## src/rtl/song_pkg.sv

```systemverilog
// song_pkg: shared widths, song-entry field positions and the reader FSM
// state type for the song_reader slice.
//
// Song entry layout (ENTRY_W bits):
//   bit ADV_BIT = 0 : note entry    -> FIELD_A = note number, FIELD_B = duration
//   bit ADV_BIT = 1 : advance entry -> FIELD_A = beats to wait, rest ignored
package song_pkg;

    localparam int ENTRY_W    = 16;
    localparam int ADV_BIT    = 15;
    localparam int FIELD_A_HI = 14;
    localparam int FIELD_A_LO = 9;
    localparam int FIELD_B_HI = 8;
    localparam int FIELD_B_LO = 3;

    localparam int NOTE_W = 6;
    localparam int DUR_W  = 6;
    localparam int SONG_W = 2;
    localparam int IDX_W  = 5;

    typedef enum logic [2:0] {
        ST_IDLE,
        ST_FETCH,
        ST_ROMWAIT,
        ST_DECODE,
        ST_WAIT,
        ST_DONE
    } reader_state_e;

    function automatic logic entry_is_advance(input logic [ENTRY_W-1:0] e);
        return e[ADV_BIT];
    endfunction

    function automatic logic [NOTE_W-1:0] entry_field_a(input logic [ENTRY_W-1:0] e);
        return e[FIELD_A_HI:FIELD_A_LO];
    endfunction

    function automatic logic [DUR_W-1:0] entry_field_b(input logic [ENTRY_W-1:0] e);
        return e[FIELD_B_HI:FIELD_B_LO];
    endfunction

endpackage

```

## src/rtl/note_dispatch_rr.sv

```systemverilog
// note_dispatch_rr: hands decoded notes to the note players in round-robin
// order. Owns the player pointer and the registered one-hot load strobe.
//
// Ports:
//   clk_i          system clock
//   rst_i          asynchronous active-high reset
//   load_en_i      1 = dispatch note_i/dur_i to the current player this cycle
//   note_i, dur_i  decoded note fields
//   load_player_o  one-hot, 1-cycle load pulse (registered)
//   note_o, dur_o  registered note fields, valid while load_player_o != 0
module note_dispatch_rr
    import song_pkg::*;
#(
    parameter int NUM_PLAYERS = 3
) (
    input  logic                   clk_i,
    input  logic                   rst_i,
    input  logic                   load_en_i,
    input  logic [NOTE_W-1:0]      note_i,
    input  logic [DUR_W-1:0]       dur_i,
    output logic [NUM_PLAYERS-1:0] load_player_o,
    output logic [NOTE_W-1:0]      note_o,
    output logic [DUR_W-1:0]       dur_o
);

    localparam int PTR_W = (NUM_PLAYERS > 1) ? $clog2(NUM_PLAYERS) : 1;
    localparam logic [PTR_W-1:0] PTR_LAST = PTR_W'(NUM_PLAYERS - 1);
    localparam logic [PTR_W-1:0] PTR_ONE  = PTR_W'(1);

    logic [PTR_W-1:0]       ptr_q, ptr_d;
    logic [NUM_PLAYERS-1:0] load_q, load_d;
    logic [NOTE_W-1:0]      note_q, note_d;
    logic [DUR_W-1:0]       dur_q, dur_d;

    always_comb begin
        ptr_d  = ptr_q;
        load_d = '0;
        note_d = note_q;
        dur_d  = dur_q;
        if (load_en_i) begin
            load_d[ptr_q] = 1'b1;
            ptr_d         = (ptr_q == PTR_LAST) ? '0 : ptr_q + PTR_ONE;
            note_d        = note_i;
            dur_d         = dur_i;
        end
    end

    always_ff @(posedge clk_i or posedge rst_i) begin
        if (rst_i) begin
            ptr_q  <= '0;
            load_q <= '0;
            note_q <= '0;
            dur_q  <= '0;
        end else begin
            ptr_q  <= ptr_d;
            load_q <= load_d;
            note_q <= note_d;
            dur_q  <= dur_d;
        end
    end

    assign load_player_o = load_q;
    assign note_o        = note_q;
    assign dur_o         = dur_q;

endmodule

```

## src/rtl/song_reader.sv

```systemverilog
// song_reader: walks the entries of the selected song in the song ROM
// (synchronous read, 1-cycle latency) and drives the note players.
// Note entries are dispatched round-robin to the players; advance entries
// hold the read pointer for a number of beats.
//
// Ports:
//   clk           system clock
//   reset         asynchronous active-high reset
//   play          level: 1 = run, 0 = pause (everything freezes)
//   song          song select (high bits of the ROM address)
//   beat          one-cycle tick per beat
//   rom_dout      song ROM data, valid one cycle after rom_addr changes
//   rom_addr      {cur_song, idx}, driven straight from registers
//   note_out      note number, valid while load_player != 0
//   duration_out  note duration in beats, valid with note_out
//   load_player   one-hot 1-cycle load pulse per player
//   song_done     1-cycle pulse after the last entry completes
//
// Build option SONG_READER_LOOP_EN:
//   defined   -> DONE restarts the song at idx 0 on the next running cycle
//   undefined -> DONE holds until the song changes or play rises 0->1
module song_reader
    import song_pkg::*;
#(
    parameter int NUM_PLAYERS = 3,
    parameter int SONG_LEN    = 32
) (
    input  logic                      clk,
    input  logic                      reset,
    input  logic                      play,
    input  logic [SONG_W-1:0]         song,
    input  logic                      beat,
    input  logic [ENTRY_W-1:0]        rom_dout,
    output logic [SONG_W+IDX_W-1:0]   rom_addr,
    output logic [NOTE_W-1:0]         note_out,
    output logic [DUR_W-1:0]          duration_out,
    output logic [NUM_PLAYERS-1:0]    load_player,
    output logic                      song_done
);

    localparam logic [IDX_W-1:0] LAST_IDX = IDX_W'(SONG_LEN - 1);
    localparam logic [IDX_W-1:0] IDX_ONE  = IDX_W'(1);
    localparam logic [DUR_W-1:0] CNT_ONE  = DUR_W'(1);

    reader_state_e     state_q, state_d;
    logic [IDX_W-1:0]  idx_q, idx_d;
    logic [SONG_W-1:0] cur_song_q, cur_song_d;
    logic [DUR_W-1:0]  bcnt_q, bcnt_d;
    logic [NOTE_W-1:0] adv_len_q, adv_len_d;
    logic              song_done_q, song_done_d;

    logic song_change;
    logic entry_done;
    logic load_en;
    logic restart;

    // Low entry bits carry no information in either entry type.
    logic unused_entry_bits;
    assign unused_entry_bits = ^rom_dout[FIELD_B_LO-1:0];

`ifdef SONG_READER_LOOP_EN
    assign restart = play;
`else
    logic play_q;

    always_ff @(posedge clk or posedge reset) begin
        if (reset) begin
            play_q <= 1'b0;
        end else begin
            play_q <= play;
        end
    end

    assign restart = play && !play_q;
`endif

    // A song change outranks pause and beats; in DONE it restarts the new song.
    assign song_change = (state_q != ST_IDLE) && (song != cur_song_q);

    always_comb begin
        state_d     = state_q;
        idx_d       = idx_q;
        cur_song_d  = cur_song_q;
        bcnt_d      = bcnt_q;
        adv_len_d   = adv_len_q;
        song_done_d = 1'b0;
        load_en     = 1'b0;
        entry_done  = 1'b0;

        if (song_change) begin
            cur_song_d = song;
            idx_d      = '0;
            bcnt_d     = '0;
            state_d    = ST_FETCH;
        end else begin
            unique case (state_q)
                ST_IDLE: begin
                    if (play) begin
                        cur_song_d = song;
                        idx_d      = '0;
                        bcnt_d     = '0;
                        state_d    = ST_FETCH;
                    end
                end
                ST_FETCH: begin
                    if (play) state_d = ST_ROMWAIT;
                end
                ST_ROMWAIT: begin
                    if (play) state_d = ST_DECODE;
                end
                ST_DECODE: begin
                    // Holding DECODE while paused defers the pending load.
                    if (play) begin
                        if (!entry_is_advance(rom_dout)) begin
                            load_en    = 1'b1;
                            entry_done = 1'b1;
                        end else if (entry_field_a(rom_dout) == '0) begin
                            entry_done = 1'b1;
                        end else begin
                            adv_len_d = entry_field_a(rom_dout);
                            bcnt_d    = '0;
                            state_d   = ST_WAIT;
                        end
                    end
                end
                ST_WAIT: begin
                    if (play && beat) begin
                        if (bcnt_q == adv_len_q - CNT_ONE) begin
                            entry_done = 1'b1;
                        end else begin
                            bcnt_d = bcnt_q + CNT_ONE;
                        end
                    end
                end
                ST_DONE: begin
                    if (restart) begin
                        idx_d   = '0;
                        state_d = ST_FETCH;
                    end
                end
                default: state_d = ST_IDLE;
            endcase

            // Shared completion path for notes, zero-length and expired advances.
            if (entry_done) begin
                if (idx_q == LAST_IDX) begin
                    state_d     = ST_DONE;
                    song_done_d = 1'b1;
                end else begin
                    idx_d   = idx_q + IDX_ONE;
                    state_d = ST_FETCH;
                end
            end
        end
    end

    always_ff @(posedge clk or posedge reset) begin
        if (reset) begin
            state_q     <= ST_IDLE;
            idx_q       <= '0;
            cur_song_q  <= '0;
            bcnt_q      <= '0;
            adv_len_q   <= '0;
            song_done_q <= 1'b0;
        end else begin
            state_q     <= state_d;
            idx_q       <= idx_d;
            cur_song_q  <= cur_song_d;
            bcnt_q      <= bcnt_d;
            adv_len_q   <= adv_len_d;
            song_done_q <= song_done_d;
        end
    end

    assign rom_addr  = {cur_song_q, idx_q};
    assign song_done = song_done_q;

    note_dispatch_rr #(
        .NUM_PLAYERS(NUM_PLAYERS)
    ) u_dispatch (
        .clk_i        (clk),
        .rst_i        (reset),
        .load_en_i    (load_en),
        .note_i       (entry_field_a(rom_dout)),
        .dur_i        (entry_field_b(rom_dout)),
        .load_player_o(load_player),
        .note_o       (note_out),
        .dur_o        (duration_out)
    );

endmodule

```

## config.mk

```make
export PLATFORM = sky130hd
export DESIGN_NAME = song_reader
export DESIGN_NICKNAME = d
export VERILOG_FILES = /design/src/rtl/song_pkg.sv /design/src/rtl/note_dispatch_rr.sv /design/src/rtl/song_reader.sv
export SDC_FILE = /design/constraint.sdc
export NUM_CORES = 1
export LEC_CHECK = 0
export ABC_CLOCK_PERIOD_IN_PS = 2450
export BUFFER_PORTS_ARGS = -buffer_cell sky130_fd_sc_hd__buf_2
export CAP_MARGIN = 10
export CORE_MARGIN = 2
export CORE_UTILIZATION = 35
export CTS_CLUSTER_SIZE = 40
export DETAILED_ROUTE_END_ITERATION = 7
export HOLD_SLACK_MARGIN = 0.03
export PLACE_DENSITY_LB_ADDON = 0.1
export SYNTH_ARGS = -nofsm -noshare
export SYNTH_HDL_FRONTEND = slang
export SYNTH_HIERARCHICAL = 1
export SYNTH_SLANG_ARGS = --single-unit
```

## constraint.sdc

```tcl
create_clock -name clk -period 2.45 [get_ports clk]
set_clock_uncertainty 0.1 [all_clocks]
set_input_delay 0.49 -clock clk [delete_from_list [all_inputs] [get_ports clk]]
set_output_delay 0.49 -clock clk [all_outputs]
set_load 0.01 [all_outputs]
```

* Yosys cells after proc, flatten, opt, wreduce, memory -nomap -nowiden
Index checks and enable logic that the tools add are counted.
Operators by class: $add $sub $neg 4, $lt $le $gt $ge 2, equal/unequal tests 23, mux-type cells 46, bitwise gates (word level) 2, reduce and logical (&&, ||, !) cells 15
Operators with widths (number):
- two-way mux 6 bit | 7
- two-way mux 3 bit | 11
- inequality test 4 bit, second input constant | 7
- two-way mux 5 bit | 5
- inequality test 3 bit, second input constant | 7
- one-hot mux 3 bit (6 select lines) | 1
- one-hot mux 6 bit (3 select lines) | 1
- two-way mux 1 bit | 14
- one-hot mux 5 bit (2 select lines) | 1
- two-way mux 2 bit | 4
- AND reduction 8 bit | 1
- AND reduction 7 bit | 1
- adder 6 x 1 -> 6 bit, second input constant | 1
- == test 3 x 2 -> 1 bit, second input constant | 2
- == test 3 bit, second input constant | 2
- == test 6 bit | 1
- logical NOT 6 bit | 1
- subtractor 6 x 1 -> 6 bit, second input constant | 1
- adder 5 x 1 -> 5 bit, second input constant | 1
- == test 5 bit, second input constant | 1
- AND reduction 5 bit | 1
- logical AND 1 bit | 4
- nonzero test 2 bit | 2
- nonzero test 4 bit | 1
- other kinds (13) | 14
Word-level totals: flip-flop bits (word level) 41, input port bits 22, output and inout bits 23, word-level logic and storage cells 103

* Depth between registers and ports, before layout
depth in word-level cells 8, depth in mapped cells 9, gate-level depth less buffers 9

* By module
Netlist, hierarchy kept.
By module, submodules not included:
- song_reader | instances 1, cells each 165, area each 1532.7 µm², seq. area each 600.6 µm²
- note_dispatch_rr | instances 1, cells each 39, area each 675.6 µm², seq. area each 425.4 µm²

* Worst setup path before layout
OpenSTA, ideal clock, no wires.
path kind reg2reg, start reg adv_len_q[0], end reg state_q[2], setup time 0.125 ns, arrival time 1.957 ns, data required time 2.225 ns, setup slack 0.268 ns, stages on the path, launching flop included 10, buffers on the path 0, clock period less this slack 2.182 ns, cells stage by stage dfrtp_1 -> inv_1 -> ha_1 -> xnor2_1 -> a21o_2 -> o21ai_1 -> nand4_2 -> nand3_1 -> nand2b_1 -> mux2_2
On the way: cells in the longest elaborated chain, start to end 8, elaborated cells between the ends (all ways) 17, those cells by class add/sub: 1; eq/ne: 9; mux: 6; reduce/logical: 1
Ends and longest elaborated chain:
- from (decl) | RTL line song_reader.sv:49 | logic [NOTE_W-1:0] adv_len_q, adv_len_d;
- from (signal assigned) | RTL line song_reader.sv:170 | adv_len_q <= adv_len_d;
- subtractor 6 x 1 -> 6 bit * | RTL line song_reader.sv:128 | if (bcnt_q == adv_len_q - CNT_ONE) begin
- == test 6 bit * | RTL line song_reader.sv:128
- two-way mux 1 bit * | RTL line song_reader.sv:128
- two-way mux 1 bit * | RTL line song_reader.sv:127 | if (play && beat) begin
- one-hot mux 1 bit (2 select lines) * | RTL line song_reader.sv:96 | unique case (state_q)
- two-way mux 1 bit * | RTL line song_reader.sv:90 | if (song_change) begin
- inequality test 4 bit (no line), or another cell as far along
- AND reduction 8 bit (no line) or two-way mux 3 bit (tied branches)
- to (signal assigned) | RTL line song_reader.sv:166 | state_q <= state_d;
- to (decl) | RTL line song_reader.sv:45 | reader_state_e state_q, state_d;
Every way passes the cells marked *; elsewhere a longest branch is shown, timed or not. The select of a mux whose other input is x is not followed. A chain may end at the register's enable or synchronous reset.

* Worst setup path in the final report
start reg adv_len_q[1], end reg idx_q[1]
On the way: cells in the longest elaborated chain, start to end 8
Ends and longest elaborated chain:
- subtractor 6 x 1 -> 6 bit | RTL line song_reader.sv:128
- == test 6 bit | RTL line song_reader.sv:128
- two-way mux 1 bit | RTL line song_reader.sv:128
- two-way mux 1 bit | RTL line song_reader.sv:127
- one-hot mux 1 bit (2 select lines) | RTL line song_reader.sv:96
- two-way mux 1 bit | RTL line song_reader.sv:90
- two-way mux 5 bit | RTL line song_reader.sv:145 | if (entry_done) begin
- two-way mux 5 bit | RTL line song_reader.sv:90
- named net idx_d[1] | RTL line song_reader.sv:46 | logic [IDX_W-1:0] idx_q, idx_d;
- to (signal assigned) | RTL line song_reader.sv:167 | idx_q <= idx_d;
- to (decl) | RTL line song_reader.sv:46
The timed path passes the listed nets, and every way through them passes these cells. The select of a mux whose other input is x is not followed.

==> results.cfg <==
[critical_path]
cp_max_fo = 6
worst-path-stages = 10
path_delay_family = simple AND/OR/NAND/NOR gates
crit_path_top_delay_cell = or3b_2
crit_path_end_kind = flop
crit_chain = inv_1 -> ha_2 -> o21bai_1 -> a31oi_1 -> o21ai_2 -> nand4_2 -> a21oi_4 -> buf_4 -> or3b_2 -> a21oi_1
cp.required_ns = 2.57
reg2reg_depth = 10
critical-path-max-stage-delay_ns = 0.46
worst-setup-path-type = reg -> reg
worst_setup_path_start_kind = flop
path_buf_inv = 2
crit_arrival_ns = 2.36

[min_path]
hold_path_class = in -> async

[detailed_routing]
drcViolationCount = 0
num_vias = 1658
wire_per_inst_um = 13.4
drt_iter0_markers = 63
drt_first_pass_iters = 4
viasPerCell = 4.99
antenna_left = 0
routed_wl_mm = 4.45

[finish]
nets = 282
area_growth_syn_to_layout_pct = 21.7
drive_gt1_share_pct = 38.5
fillCellCount = 593
num_antenna_cells = 0

[grt]
grt_pass1_wl_mm = 8.10
antenna_found_initial = 0
gr-usage-all-layers_pct = 14.2
grt_max_degree = 25
overflow = 0
grt_use_met2_pct = 20.8
grtUsageMet1_pct = 20.6
grt.met3_usage_pct = 3.38
grt_busiest_layer = met2
grt_pass1_vias = 1657

[clock_tree]
max-clock-path-buffers = 2
clkSinkCount = 41
cts_made_buffers = 5
ctsRootBufferMaster = clkbuf_8
cts_tree = built
clk_latency_ns = 0.29
htree_levels = 2
clkTransAtPathRegs_ns = 0.09

[synth]
syn-num-nets = 230
synth_top_cell_by_area = dfrtp_1
yosys-top-cells-count = dfrtp_1, nand2_1, mux2_2, nor2_1
synth_top_area_share_pct = 46.5
ys_warn_count = 6
synth_area_per_cell_um2 = 10.8
synth-async-reset-ratio_pct = 100
synth_edf_count = 0
ys_ff_latch = 41
syn_area_um2 = 2210
syn_inst = 204
ys.flop_type = dfrtp_1
yosysMostFrequentCell = dfrtp_1
synthTopCellsByArea = dfrtp_1, mux2_2, mux2_4
ys_seq_area_share_pct = 46.5
synth_cell_types = 49

[placement]
port_buffers = 41
dp_hpwl_mm = 3.26
place.gp.congestion = 0.774

[timing]
rsz0062_at_grt = no
finalCriticalPeriod_ns = 2.25
final-setup-viol-count = 0
slew_violations = 0
tns_ns = 0
min_period_over_period_pct = 91.7
slew-limit-headroom_pct = 57.9
tightest_slew_ns = 0.631
report.final.hold_viol_count = 0
whs_ns = 0.143
clock.fmax_mhz = 445

[floorplanning]
core.rowCount = 28
io_pins = 45
floorplan.initialDensity_pct = 36.6
die_x_um = 83.4
coreArea_um2 = 6030
die-area_um2 = 6960
die_y_um = 83.4

[power_and_ir_drop]
p_leak_uw = 0.00126
cellPowerDensity_nw_per_um2 = 912
ir_drop_mv = 0.505

[run]
maxCapViolCount = 0

[run_status]
status = finished, final reports clean
power by group:
| group | switching, µW | internal [µW] | total (µW) |
|---|---|---|---|
| clock network | 251 | 410 | 662 |
| registers | 126 | 839 | 965 |
| logic | 408 | 418 | 826 |
| total | 785 | 1670 | 2450 |
cell type report:
type                       count  area [µm²]  area share [%]
tap                           75        93.8            3.49
inverter                       8        30.0            1.12
clock inverter                 3        68.8            2.56
sequential                    41        1030            38.2
multi-input combinational    149        1110            41.2
timing repair buffer          51         293            10.9
clock buffer                   5        68.8            2.56
state kept, by name, summed over array words and instances, names as in the netlist:
name,cells
adv_len_q,6
bcnt_q,6
u_dispatch/dur_o,6
u_dispatch/note_o,6
idx_q,5
state_q,3
u_dispatch/load_player_o,3
cur_song_q,2
u_dispatch/ptr_q,2
play_q,1
song_done,1
layer usage:
metal	share of wire, %	wire, µm	vias to the layer above
li1	-	-	828
met1	50	2210	786
met2	45	1980	38
met3	4.4	194	6
met4	1.3	60	0
met5	0	0	-
metrics by stage:
step                      worst slack (ns)  total power [µW]  util (%)  area, µm²  instances
after global routing                0.0267              2640      44.6       2690        332
after floorplan                      0.268              1540         -       2210        204
final                                0.203              2450      44.6       2690        332
after global placement               0.179              1790      42.2       2540        324
after detailed placement             0.149              1800      42.2       2540        324
after CTS                            0.133              2480      44.5       2680        332
tightest hold or removal path, cell delays in order:
cell	delay, ns
buf_2	0.10
inv_1	0.04
buf_4	0.30
path summary, 6_finish.rpt:
check / startpoint / endpoint / slack, ns
min in group clk: play / play_q / 0.30
worst min-delay path: reset / adv_len_q[0] / 0.14
worst min register to register: u_dispatch/note_o[3] / u_dispatch/note_o[3] / 0.41
worst max register to register: adv_len_q[1] / idx_q[1] / 0.20
max in group asynchronous: reset / u_dispatch/dur_o[0] / 1.67
worst max-delay path: adv_len_q[1] / idx_q[1] / 0.20
layout by cell type (no fill, tap or decap), types with 3 or more instances in the layout:
master	synthesis	layout
dfrtp_1	41	41
buf_2	2	41
nand2_1	24	24
mux2_2	13	13
nor2_1	10	10
xnor2_1	9	9
o21ai_0	9	9
buf_4	0	9
inv_1	8	8
a21oi_1	8	8
mux2_4	7	7
nor3_1	7	6
o211ai_1	5	5
clkbuf_8	0	5
nand3_1	4	4
nor3_2	3	4
nand2b_1	4	4
nor4_1	3	3
nor2b_1	3	3
o31ai_1	3	3
ha_1	4	3
logic make-up (layout without fill, tap and decap cells):
family / count (synthesis) / in the layout / share of synthesized area [%]
simple gates: 72 / 72 / 17.9
flops: 41 / 41 / 46.5
buf+inv: 14 / 67 / 3.91
fa+ha+maj: 4 / 4 / 2.27
xor+xnor: 11 / 11 / 4.36
mux: 21 / 21 / 11.8
compound gates: 41 / 41 / 13.3
what timing repair did:
action / in CTS / in global routing
hold buffers: 0 / 0
hold endpoints to repair: 0 / 0
setup buffers: 0 / 0
setup endpoints to repair: 0 / 3
resized for setup: 0 / 2
No activity file was read; power rests on OpenSTA's default activity.
